===== src/rtl/pixel_stream_packer_pkg.sv =====
// Shared definitions for the RGB888 row packer: FSM encoding, lane sizing,
// FIFO word layout and row-geometry helpers.
package pixel_stream_packer_pkg;

  // Frame-level control states
  typedef enum logic [1:0] {
    ST_IDLE  = 2'd0,
    ST_RUN   = 2'd1,
    ST_DRAIN = 2'd2,
    ST_DONE  = 2'd3
  } state_e;

  // Accumulator holds 0..3 pending bytes
  localparam int LANE_W = 2;

  // FIFO entry: {last, data[31:0]}
  localparam int FIFO_W = 33;

  // Bytes carried by one row of RGB888 pixels
  function automatic int bytes_per_row(input int width);
    return 3 * width;
  endfunction

  // 32-bit words per row after padding to a 4-byte boundary
  function automatic int words_per_row(input int width);
    return (3 * width + 3) / 4;
  endfunction

endpackage


===== src/rtl/pixel_stream_packer_sync_fifo_fwft.sv =====
// First-word-fall-through FIFO. The head entry is presented combinationally
// from storage whenever the FIFO is non-empty; rdata_o reads as zero when empty
// so the packer outputs are clean after reset. A push while full is accepted
// only if the same cycle pops, since the pop frees the slot being written.
module sync_fifo_fwft #(
  parameter int DEPTH = 16,
  parameter int W     = 33
) (
  input  logic         HCLK,
  input  logic         HRESETn,
  input  logic         push_i,
  input  logic [W-1:0] wdata_i,
  input  logic         pop_i,
  output logic [W-1:0] rdata_o,
  output logic         full_o,
  output logic         empty_o
);

  // DEPTH is expected to be a power of two so the pointers wrap naturally
  localparam int AW = $clog2(DEPTH);

  logic [W-1:0]  mem_q [DEPTH];
  logic [AW-1:0] wr_ptr_q;
  logic [AW-1:0] rd_ptr_q;
  logic [AW:0]   count_q;
  logic          push_ok_s;
  logic          pop_ok_s;

  assign full_o    = (count_q == (AW+1)'(DEPTH));
  assign empty_o   = (count_q == {(AW+1){1'b0}});
  assign pop_ok_s  = pop_i && !empty_o;
  assign push_ok_s = push_i && (!full_o || pop_ok_s);

  // Pointer and occupancy bookkeeping
  always_ff @(posedge HCLK or negedge HRESETn) begin
    if (!HRESETn) begin
      wr_ptr_q <= {AW{1'b0}};
      rd_ptr_q <= {AW{1'b0}};
      count_q  <= {(AW+1){1'b0}};
    end else begin
      if (push_ok_s) begin
        wr_ptr_q <= wr_ptr_q + 1'b1;
      end
      if (pop_ok_s) begin
        rd_ptr_q <= rd_ptr_q + 1'b1;
      end
      case ({push_ok_s, pop_ok_s})
        2'b10:   count_q <= count_q + 1'b1;
        2'b01:   count_q <= count_q - 1'b1;
        default: count_q <= count_q;
      endcase
    end
  end

  // Storage write; contents need no reset because empty gates the read side
  always_ff @(posedge HCLK) begin
    if (push_ok_s) begin
      mem_q[wr_ptr_q] <= wdata_i;
    end
  end

  // Head-of-queue presentation, forced to zero when nothing is buffered
  always_comb begin
    rdata_o = {W{1'b0}};
    if (empty_o) begin
      rdata_o = {W{1'b0}};
    end else begin
      rdata_o = mem_q[rd_ptr_q];
    end
  end

endmodule


===== src/rtl/pixel_stream_packer.sv =====
// Packs a one-pixel-per-cycle RGB888 stream into little-endian 32-bit words,
// zero-pads each row to a 4-byte boundary, and buffers the words in a FWFT
// FIFO behind a valid/ready port. The source cannot stall, so a full FIFO
// drops the word and raises a sticky overflow flag instead of back-pressuring.
module pixel_stream_packer
  import pixel_stream_packer_pkg::*;
#(
  parameter int WIDTH      = 768,
  parameter int HEIGHT     = 512,
  parameter int FIFO_DEPTH = 16
) (
  input  logic        HCLK,
  input  logic        HRESETn,
  input  logic        HSYNC,
  input  logic [7:0]  DATA_R0,
  input  logic [7:0]  DATA_G0,
  input  logic [7:0]  DATA_B0,
  output logic [31:0] out_data,
  output logic        out_valid,
  input  logic        out_ready,
  output logic        out_last,
  output logic        frame_done,
  output logic        overflow
);

  localparam int CW = (WIDTH  > 1) ? $clog2(WIDTH)  : 1;
  localparam int RW = (HEIGHT > 1) ? $clog2(HEIGHT) : 1;

  state_e            state_q, state_d;
  logic [LANE_W-1:0] lane_q, lane_d;
  logic [23:0]       acc_q, acc_d;
  logic [CW-1:0]     col_q, col_d;
  logic [RW-1:0]     row_q, row_d;
  logic              pad_pend_q, pad_pend_d;
  logic [31:0]       pad_word_q, pad_word_d;
  logic              frame_done_q, frame_done_d;
  logic              overflow_q, overflow_d;

  logic              sample_s;
  logic              row_end_s;
  logic              frame_end_s;
  logic [47:0]       shifted_s;
  logic              data_push_s;
  logic [31:0]       data_word_s;
  logic              data_last_s;
  logic              push_s;
  logic [FIFO_W-1:0] push_data_s;
  logic              pop_s;
  logic              fifo_full_s;
  logic              fifo_empty_s;
  logic [FIFO_W-1:0] fifo_rdata_s;

  // Pixel sampling, byte accumulation, word completion and row-end padding
  always_comb begin
    sample_s    = HSYNC && (state_q != ST_DRAIN);
    row_end_s   = sample_s && (col_q == CW'(WIDTH - 1));
    frame_end_s = row_end_s && (row_q == RW'(HEIGHT - 1));
    // New pixel bytes land directly above the pending lane bytes
    shifted_s   = ({24'h000000, DATA_B0, DATA_G0, DATA_R0} << {lane_q, 3'b000})
                | {24'h000000, acc_q};
    lane_d      = lane_q;
    acc_d       = acc_q;
    col_d       = col_q;
    row_d       = row_q;
    data_push_s = 1'b0;
    data_word_s = shifted_s[31:0];
    data_last_s = 1'b0;
    pad_pend_d  = 1'b0;
    pad_word_d  = pad_word_q;
    if (sample_s) begin
      if (lane_q == 2'd0) begin
        lane_d = 2'd3;
        acc_d  = shifted_s[23:0];
      end else begin
        data_push_s = 1'b1;
        lane_d      = lane_q - 2'd1;
        acc_d       = {8'h00, shifted_s[47:32]};
      end
      if (row_end_s) begin
        lane_d = 2'd0;
        acc_d  = 24'h000000;
        col_d  = {CW{1'b0}};
        if (lane_q == 2'd1) begin
          // Row ends exactly on a word boundary: the data word closes the row
          data_last_s = 1'b1;
        end else if (lane_q == 2'd0) begin
          pad_pend_d = 1'b1;
          pad_word_d = shifted_s[31:0];
        end else begin
          pad_pend_d = 1'b1;
          pad_word_d = {16'h0000, shifted_s[47:32]};
        end
        if (frame_end_s) begin
          row_d = {RW{1'b0}};
        end else begin
          row_d = row_q + 1'b1;
        end
      end else begin
        col_d = col_q + 1'b1;
      end
    end else begin
      lane_d = lane_q;
      acc_d  = acc_q;
    end
  end

  // FIFO write source and overflow detection; a pending pad word never
  // coincides with a data word because a row's first pixel completes none
  always_comb begin
    push_s      = pad_pend_q || data_push_s;
    push_data_s = {data_last_s, data_word_s};
    if (pad_pend_q) begin
      push_data_s = {1'b1, pad_word_q};
    end else begin
      push_data_s = {data_last_s, data_word_s};
    end
    pop_s      = out_ready && !fifo_empty_s;
    overflow_d = overflow_q;
    if (push_s && fifo_full_s && !pop_s) begin
      overflow_d = 1'b1;
    end else begin
      overflow_d = overflow_q;
    end
  end

  // Frame sequencing: run rows, drain the pipeline, then report completion
  always_comb begin
    state_d = state_q;
    case (state_q)
      ST_IDLE: begin
        if (HSYNC) begin
          state_d = frame_end_s ? ST_DRAIN : ST_RUN;
        end else begin
          state_d = ST_IDLE;
        end
      end
      ST_RUN: begin
        if (frame_end_s) begin
          state_d = ST_DRAIN;
        end else begin
          state_d = ST_RUN;
        end
      end
      ST_DRAIN: begin
        if (!pad_pend_q && fifo_empty_s) begin
          state_d = ST_DONE;
        end else begin
          state_d = ST_DRAIN;
        end
      end
      ST_DONE: begin
        if (HSYNC) begin
          state_d = frame_end_s ? ST_DRAIN : ST_RUN;
        end else begin
          state_d = ST_DONE;
        end
      end
      default: state_d = ST_IDLE;
    endcase
    frame_done_d = (state_d == ST_DONE);
  end

  // State, packing and status registers
  always_ff @(posedge HCLK or negedge HRESETn) begin
    if (!HRESETn) begin
      state_q      <= ST_IDLE;
      lane_q       <= {LANE_W{1'b0}};
      acc_q        <= 24'h000000;
      col_q        <= {CW{1'b0}};
      row_q        <= {RW{1'b0}};
      pad_pend_q   <= 1'b0;
      pad_word_q   <= 32'h00000000;
      frame_done_q <= 1'b0;
      overflow_q   <= 1'b0;
    end else begin
      state_q      <= state_d;
      lane_q       <= lane_d;
      acc_q        <= acc_d;
      col_q        <= col_d;
      row_q        <= row_d;
      pad_pend_q   <= pad_pend_d;
      pad_word_q   <= pad_word_d;
      frame_done_q <= frame_done_d;
      overflow_q   <= overflow_d;
    end
  end

  sync_fifo_fwft #(
    .DEPTH (FIFO_DEPTH),
    .W     (FIFO_W)
  ) u_fifo (
    .HCLK    (HCLK),
    .HRESETn (HRESETn),
    .push_i  (push_s),
    .wdata_i (push_data_s),
    .pop_i   (pop_s),
    .rdata_o (fifo_rdata_s),
    .full_o  (fifo_full_s),
    .empty_o (fifo_empty_s)
  );

  assign out_data   = fifo_rdata_s[31:0];
  assign out_last   = fifo_rdata_s[32];
  assign out_valid  = !fifo_empty_s;
  assign frame_done = frame_done_q;
  assign overflow   = overflow_q;

endmodule


===== config.mk =====
export PLATFORM = sky130hd
export DESIGN_NAME = pixel_stream_packer
export DESIGN_NICKNAME = d
export VERILOG_FILES = /design/src/rtl/pixel_stream_packer_pkg.sv /design/src/rtl/pixel_stream_packer_sync_fifo_fwft.sv /design/src/rtl/pixel_stream_packer.sv
export SDC_FILE = /design/constraint.sdc
export NUM_CORES = 1
export LEC_CHECK = 0
export ABC_AREA = 1
export ABC_CLOCK_PERIOD_IN_PS = 10800
export BUFFER_PORTS_ARGS = -buffer_cell sky130_fd_sc_hd__buf_2
export CORE_ASPECT_RATIO = 1.25
export CORE_UTILIZATION = 30
export DETAILED_ROUTE_END_ITERATION = 10
export SLEW_MARGIN = 20
export SYNTH_ARGS = -nofsm -noshare
export SYNTH_HDL_FRONTEND = slang
export SYNTH_SLANG_ARGS = --single-unit

===== constraint.sdc =====
create_clock -name HCLK -period 10.8 [get_ports HCLK]
set_input_delay 1.08 -clock HCLK [delete_from_list [all_inputs] [get_ports HCLK]]
set_output_delay 1.08 -clock HCLK [all_outputs]
set_load 0.01 [all_outputs]

# Word-level counts from Yosys, hierarchy flattened
# Memories as Yosys holds them, arrays and structs flattened.
# Cells that the tools add are included.
# totals
register_bits,95
ram_bits,528
inputBits,28
out_inout_bits,36
mem_count,1
# op_classes
addsub,7
n_eq_ne,11
shifts,1
muxes,25
n_bitwise,2
reduce_logical,21
# mem_list
memory,words,width,read_ports,rd_clocked_by_memory_dff,wr,line_no,source
u_fifo.mem_q,16,33,1,0,1,pixel_stream_packer_sync_fifo_fwft.sv:22,logic [W-1:0] mem_q [DEPTH];
# ops
op,n
33-bit two-way mux,2
24-bit two-way mux,2
48-bit by 24-bit bitwise OR with 48-bit output,1
24-bit by 5-bit left shift with 48-bit output,1
32-bit two-way mux,1
1-bit two-way mux,11
10-bit by 1-bit adder with 10-bit output (second input constant),1
10-bit equality test (second input constant),1
10-bit two-way mux,1
2-bit two-way mux,5
5-bit case mux with 2 select lines,1
9-bit by 1-bit adder with 9-bit output (second input constant),1
9-bit equality test (second input constant),1
1-bit logical AND,9
9-bit two-way mux,1
4-bit by 1-bit adder with 4-bit output (second input constant),2
2-bit equality test (second input constant),4
2-bit case mux with 4 select lines,1
2-bit by 1-bit equality test with 1-bit output (second input constant),3
5-bit by 1-bit adder with 5-bit output (second input constant),1
5-bit equality test (second input constant),1
5-bit logical NOT,1
5-bit by 1-bit subtractor with 5-bit output (second input constant),1
1-bit logical NOT,4
8 further kinds,10

# Longest topological paths before layout
# depth
depth_word,8
ltp_mapped,19
mapped_depth_nobuf,18

# Cells and area by module
# A second synthesis with hierarchy kept.
# hier_totals
hier_cells,2536
hier_area_um2,27014.7
# modules_own_cells
mod,n_inst,cells_each,area_per_inst_um2,seq_area_each_um2
sync_fifo_fwft,1,1839,22177.5,16180.5
pixel_stream_packer,1,697,4837.1,2052.0

# Worst setup path before layout
# OpenSTA, ideal clock, no wires.
# synth_path
path_type,flip-flop to flip-flop
start,reg lane_q[0]
end,mem u_fifo.mem_q[10][0] (enable)
setup_ps,464
arrival_ps,4078
required_ps,10336
path_slack_ps,6257
stages_incl_launch_ff,10
n_path_buf,4
synth_period_minus_slack_ps,4543
cell_sequence,dfrtp_1 -> buf_2 -> clkinv_1 -> clkbuf_1 -> ha_1 -> buf_2 -> o21ai_1 -> nand2_1 -> buf_2 -> nor3_1
# synth_between
elab_chain_cells,7
# synth_rtl
element,line_no,source
"start, declared",pixel_stream_packer.sv:30,"logic [LANE_W-1:0] lane_q, lane_d;"
"start signal, assigned",pixel_stream_packer.sv:167,lane_q <= {LANE_W{1'b0}};
"start signal, assigned",pixel_stream_packer.sv:177,lane_q <= lane_d;
2-bit logical NOT,pixel_stream_packer.sv:71,if (lane_q == 2'd0) begin
1-bit two-way mux,pixel_stream_packer.sv:71,
1-bit two-way mux,pixel_stream_packer.sv:70,if (sample_s) begin
1-bit logical OR,pixel_stream_packer.sv:110,push_s = pad_pend_q || data_push_s;
1-bit logical AND,pixel_stream_packer_sync_fifo_fwft.sv:32,assign push_ok_s = push_i && (!full_o || pop_ok_s);
1-bit two-way mux,pixel_stream_packer_sync_fifo_fwft.sv:57,if (push_ok_s) begin
1-bit two-way mux (implied by the code),pixel_stream_packer_sync_fifo_fwft.sv:58,mem_q[wr_ptr_q] <= wdata_i;
"end, declared",pixel_stream_packer_sync_fifo_fwft.sv:22,
# Every way passes these cells.

# Worst setup path after layout
# layout_path
start,reg u_fifo.rd_ptr_q[0]
end,out out_data[30]
# layout_between
elab_chain_cells,2
# layout_rtl
element,line_no,source
"start, declared",pixel_stream_packer_sync_fifo_fwft.sv:24,logic [AW-1:0] rd_ptr_q;
"start signal, assigned",pixel_stream_packer_sync_fifo_fwft.sv:38,rd_ptr_q <= {AW{1'b0}};
"start signal, assigned",pixel_stream_packer_sync_fifo_fwft.sv:45,rd_ptr_q <= rd_ptr_q + 1'b1;
memory 16 x 33 bit,--,
33-bit two-way mux,pixel_stream_packer_sync_fifo_fwft.sv:65,if (empty_o) begin
"end, declared",pixel_stream_packer.sv:18,"output logic [31:0] out_data,"
# Every way passes these cells.

==> flow_summary_export.csv <==
group,metric,value,unit
synth,netlist_top_cells_count,"nand2_1 (1011), edfxtp_1 (528), nand3_1 (467)",
synth,ys_warn_count,0,
floorplan,ioPinCount,64,
power,p_leak,11.9,nW
grt,overflow,0,
detailed_routing,drt_iter0_drc,1622,
final_layout,fillerInstances,8761,
sta,setup_tns,0,ns
synth,ys_async_sr_fraction,15.2,%
synth,ys_seq_elements,623,
critical_path,start_kind,"flip-flop",
clock_network,path_clk_slew,0.06,ns
sta,rsz0062_at_grt,"false",
sta,maxSlewHeadroom,23.3,%
placed_design,dp_cells,3714,
synth,synth_nets,2602,
synth,synth_area,26700,sq um
critical_path,worstPathArrival,3.89,ns
detailed_routing,routedWlPerCell,18.3,um
final_layout,nets,2640,
detailed_routing,wl,70.0,mm
min_path,min_path_type,"in -> async",
clock_network,cts.sinks,623,
synth,yosysUniqueCellTypes,34,
final_layout,areaGrowthSynthToFinish,13.8,%
synth,avgSynthCellArea,10.4,sq um
floorplan,core_area,88400,sq um
placed_design,place.gp.congestion,0.835,
run,max_cap_violations,0,
sta,skew,0.0313,ns
sta,final.period_utilization,46.0,%
critical_path,required,9.72,ns
sta,layout_min_cycle_time,4.97,ns
synth,synth_top_area_cell,"edfxtp_1",
sta,max_freq,201,MHz
outcome,status,"completed",
clock_network,post_cts_buffers,0,
clock_network,cts_root_buf,"clkbuf_16",
synth,postSynthCellCount,2560,
final_layout,final-instance-count-excl-fill,3824,
grt,grt_use_total,15.6,%
grt,grt_max_degree,184,
placed_design,portBuffers,63,
detailed_routing,drtAntennaViolNets,0,
sta,fin_ws,5.83,ns
critical_path,critPathKind,"reg -> out",
clock_network,cts_resized,0,
critical_path,r2r_setup_slack,5.93,ns
grt,grt_pass1_wl,107,mm
power,ir_worst_vdd,0.000207,V
synth,yosysTopAreaCellShare,59.4,%
final_layout,layout-drive-gt1-share,9.49,%
critical_path,end_kind,"output port",
detailed_routing,drt-pass1-iter-count,5,
floorplan,dieWidth,269,um
detailed_routing,drc_errors,0,
sta,worst_pin_slew,1.15,ns
floorplan,die_y,336,um
floorplan,initial_utilization,30.2,%
sta,drv_slew,0,
clock_network,insertion_delay,0.64,ns
placed_design,place_ws,5.96,ns
sta,setup_violations,0,
clock_network,numCtsBuffers,60,
power,power.density,281,nW/um^2
detailed_routing,vias,18500,
synth,synth_area_leaders,"edfxtp_1 (59%), nand2_1 (14%), dfrtp_1 (8.9%), nand3_1 (8.8%), buf_2 (1.0%)",
synth,synth.yosys.seq_area_share,68.3,%
synth,synth_edf_count,528,
synth,synth-main-ff-cell,"edfxtp_1",
sta,hold_viol_final,0,
critical_path,reg2reg_depth,7,
clock_network,cts_tree,"built",
synth,yosys.cell_count.top_type,"nand2_1",
final_layout,antenna_cells,0,
clock_network,clk_path_buf_depth,3,
clock_network,htree_levels,2,
grt,grt_pass1_vias,17900,
grt,antenna_found_initial,3,
critical_path,reg2reg_to,"u_fifo.mem_q[7][25]",
placed_design,dp_hpwl,38.5,mm
critical_path,rr_startpoint,"lane_q[0]",
clock_network,cts.hold.buffers_added,0,
detailed_routing,viasPerCell,4.83,
floorplan,rows,122,
floorplan,die_area,90200,sq um
critical_path,path_max_fanout,104,
layer usage:
layer,track usage [%],wire [um],vias to the layer above
li1,-,-,8823
met1,20.5,30500,9071
met2,26.3,34200,462
met3,2.13,3450,114
met4,4.94,1830,0
met5,0,0,-
where the power goes:
part | internal [mW] | switching (mW) | leakage, nW
clock network | 1.14 | 0.908 | 0.918
logic | 0.856 | 2.24 | 4.91
registers | 3.21 | 0.189 | 6.04
worst max-delay path: stages (launching register included):
cell and delay [ns]:
dfrtp_4 0.56, inv_8 0.42, buf_4 0.85, nand2_1 0.12, nand3_1 0.12, nand3_1 0.11, nand2_1 0.12, nand2_1 0.05
a21oi_1 0.46, buf_2 0.23
sequential cells by signal (all words and copies together), names as in the netlist:
name / flops
pad_pend_q: 1
u_fifo.mem_q: 528
frame_done: 1
u_fifo.wr_ptr_q: 4
overflow: 1
state_q: 2
col_q: 10
u_fifo.rd_ptr_q: 4
pad_word_q: 32
acc_q: 24
u_fifo.count_q: 5
lane_q: 2
row_q: 9
placed cells by master (no fill, tap or decap), types with 13 or more instances in the layout:
master,n
buf_2,62
clkinv_1,13
a31oi_1,21
clkbuf_16,61
dfrtp_1,91
o21ai_0,45
xor2_1,13
nand3_1,467
nor3_2,16
clkbuf_1,14
nor2_1,44
nand2_1,1011
ha_1,14
inv_1,68
a21oi_1,35
buf_4,65
edfxtp_1,528
final cells by class:
cell class                      count  area [sq um]  share of cell area (%)
Inverter                           77           299                   0.984
Clock buffer                       76          1590                    5.24
Clock inverter                     34           314                    1.03
Tap cell                         1178          1470                    4.85
Multi-Input combinational cell   1708          7640                    25.1
Sequential cell                   623         18200                    60.1
Timing Repair Buffer              128           818                    2.69
kinds of logic (layout without fill, tap and decap cells):
group / count (synthesis) / in the layout / share of synthesized area (%)
adders and majority gates: 14 / 14 / 0.656
buffers and inverters: 229 / 315 / 3.50
xor gates and xnor gates: 16 / 16 / 0.525
DFF: 623 / 623 / 68.3
and+or+nand+nor: 1559 / 1559 / 24.5
AOI/OAI and AO/OA: 119 / 119 / 2.52
worst max path at each step:
stage	slack [ns]	depth (start not counted)	startpoint	endpoint
2_1_floorplan	6.26	9	lane_q[0]	u_fifo.mem_q[10][0]
3_3_place_gp	6.04	7	lane_q[0]	u_fifo.mem_q[7][19]
3_5_place_dp	5.96	7	lane_q[0]	u_fifo.mem_q[7][19]
4_1_cts	5.83	9	u_fifo.rd_ptr_q[0]	out_data[30]
5_1_grt	5.54	7	lane_q[0]	u_fifo.mem_q[7][25]
6_report	5.83	9	u_fifo.rd_ptr_q[0]	out_data[30]
stage by stage:
stage                     cell area [sq um]  util [%]  total power [mW]  hold WS, ns
after floorplan                       26700         -              5.33        0.449
after global placement                28500      32.2              6.53        0.462
after detailed placement              28500      32.2              6.56        0.463
after CTS                             30400      34.4              8.61        0.476
after global routing                  30400      34.4              9.05        0.500
final                                 30400      34.4              8.54        0.480
Power figures use the tool's default switching activity.
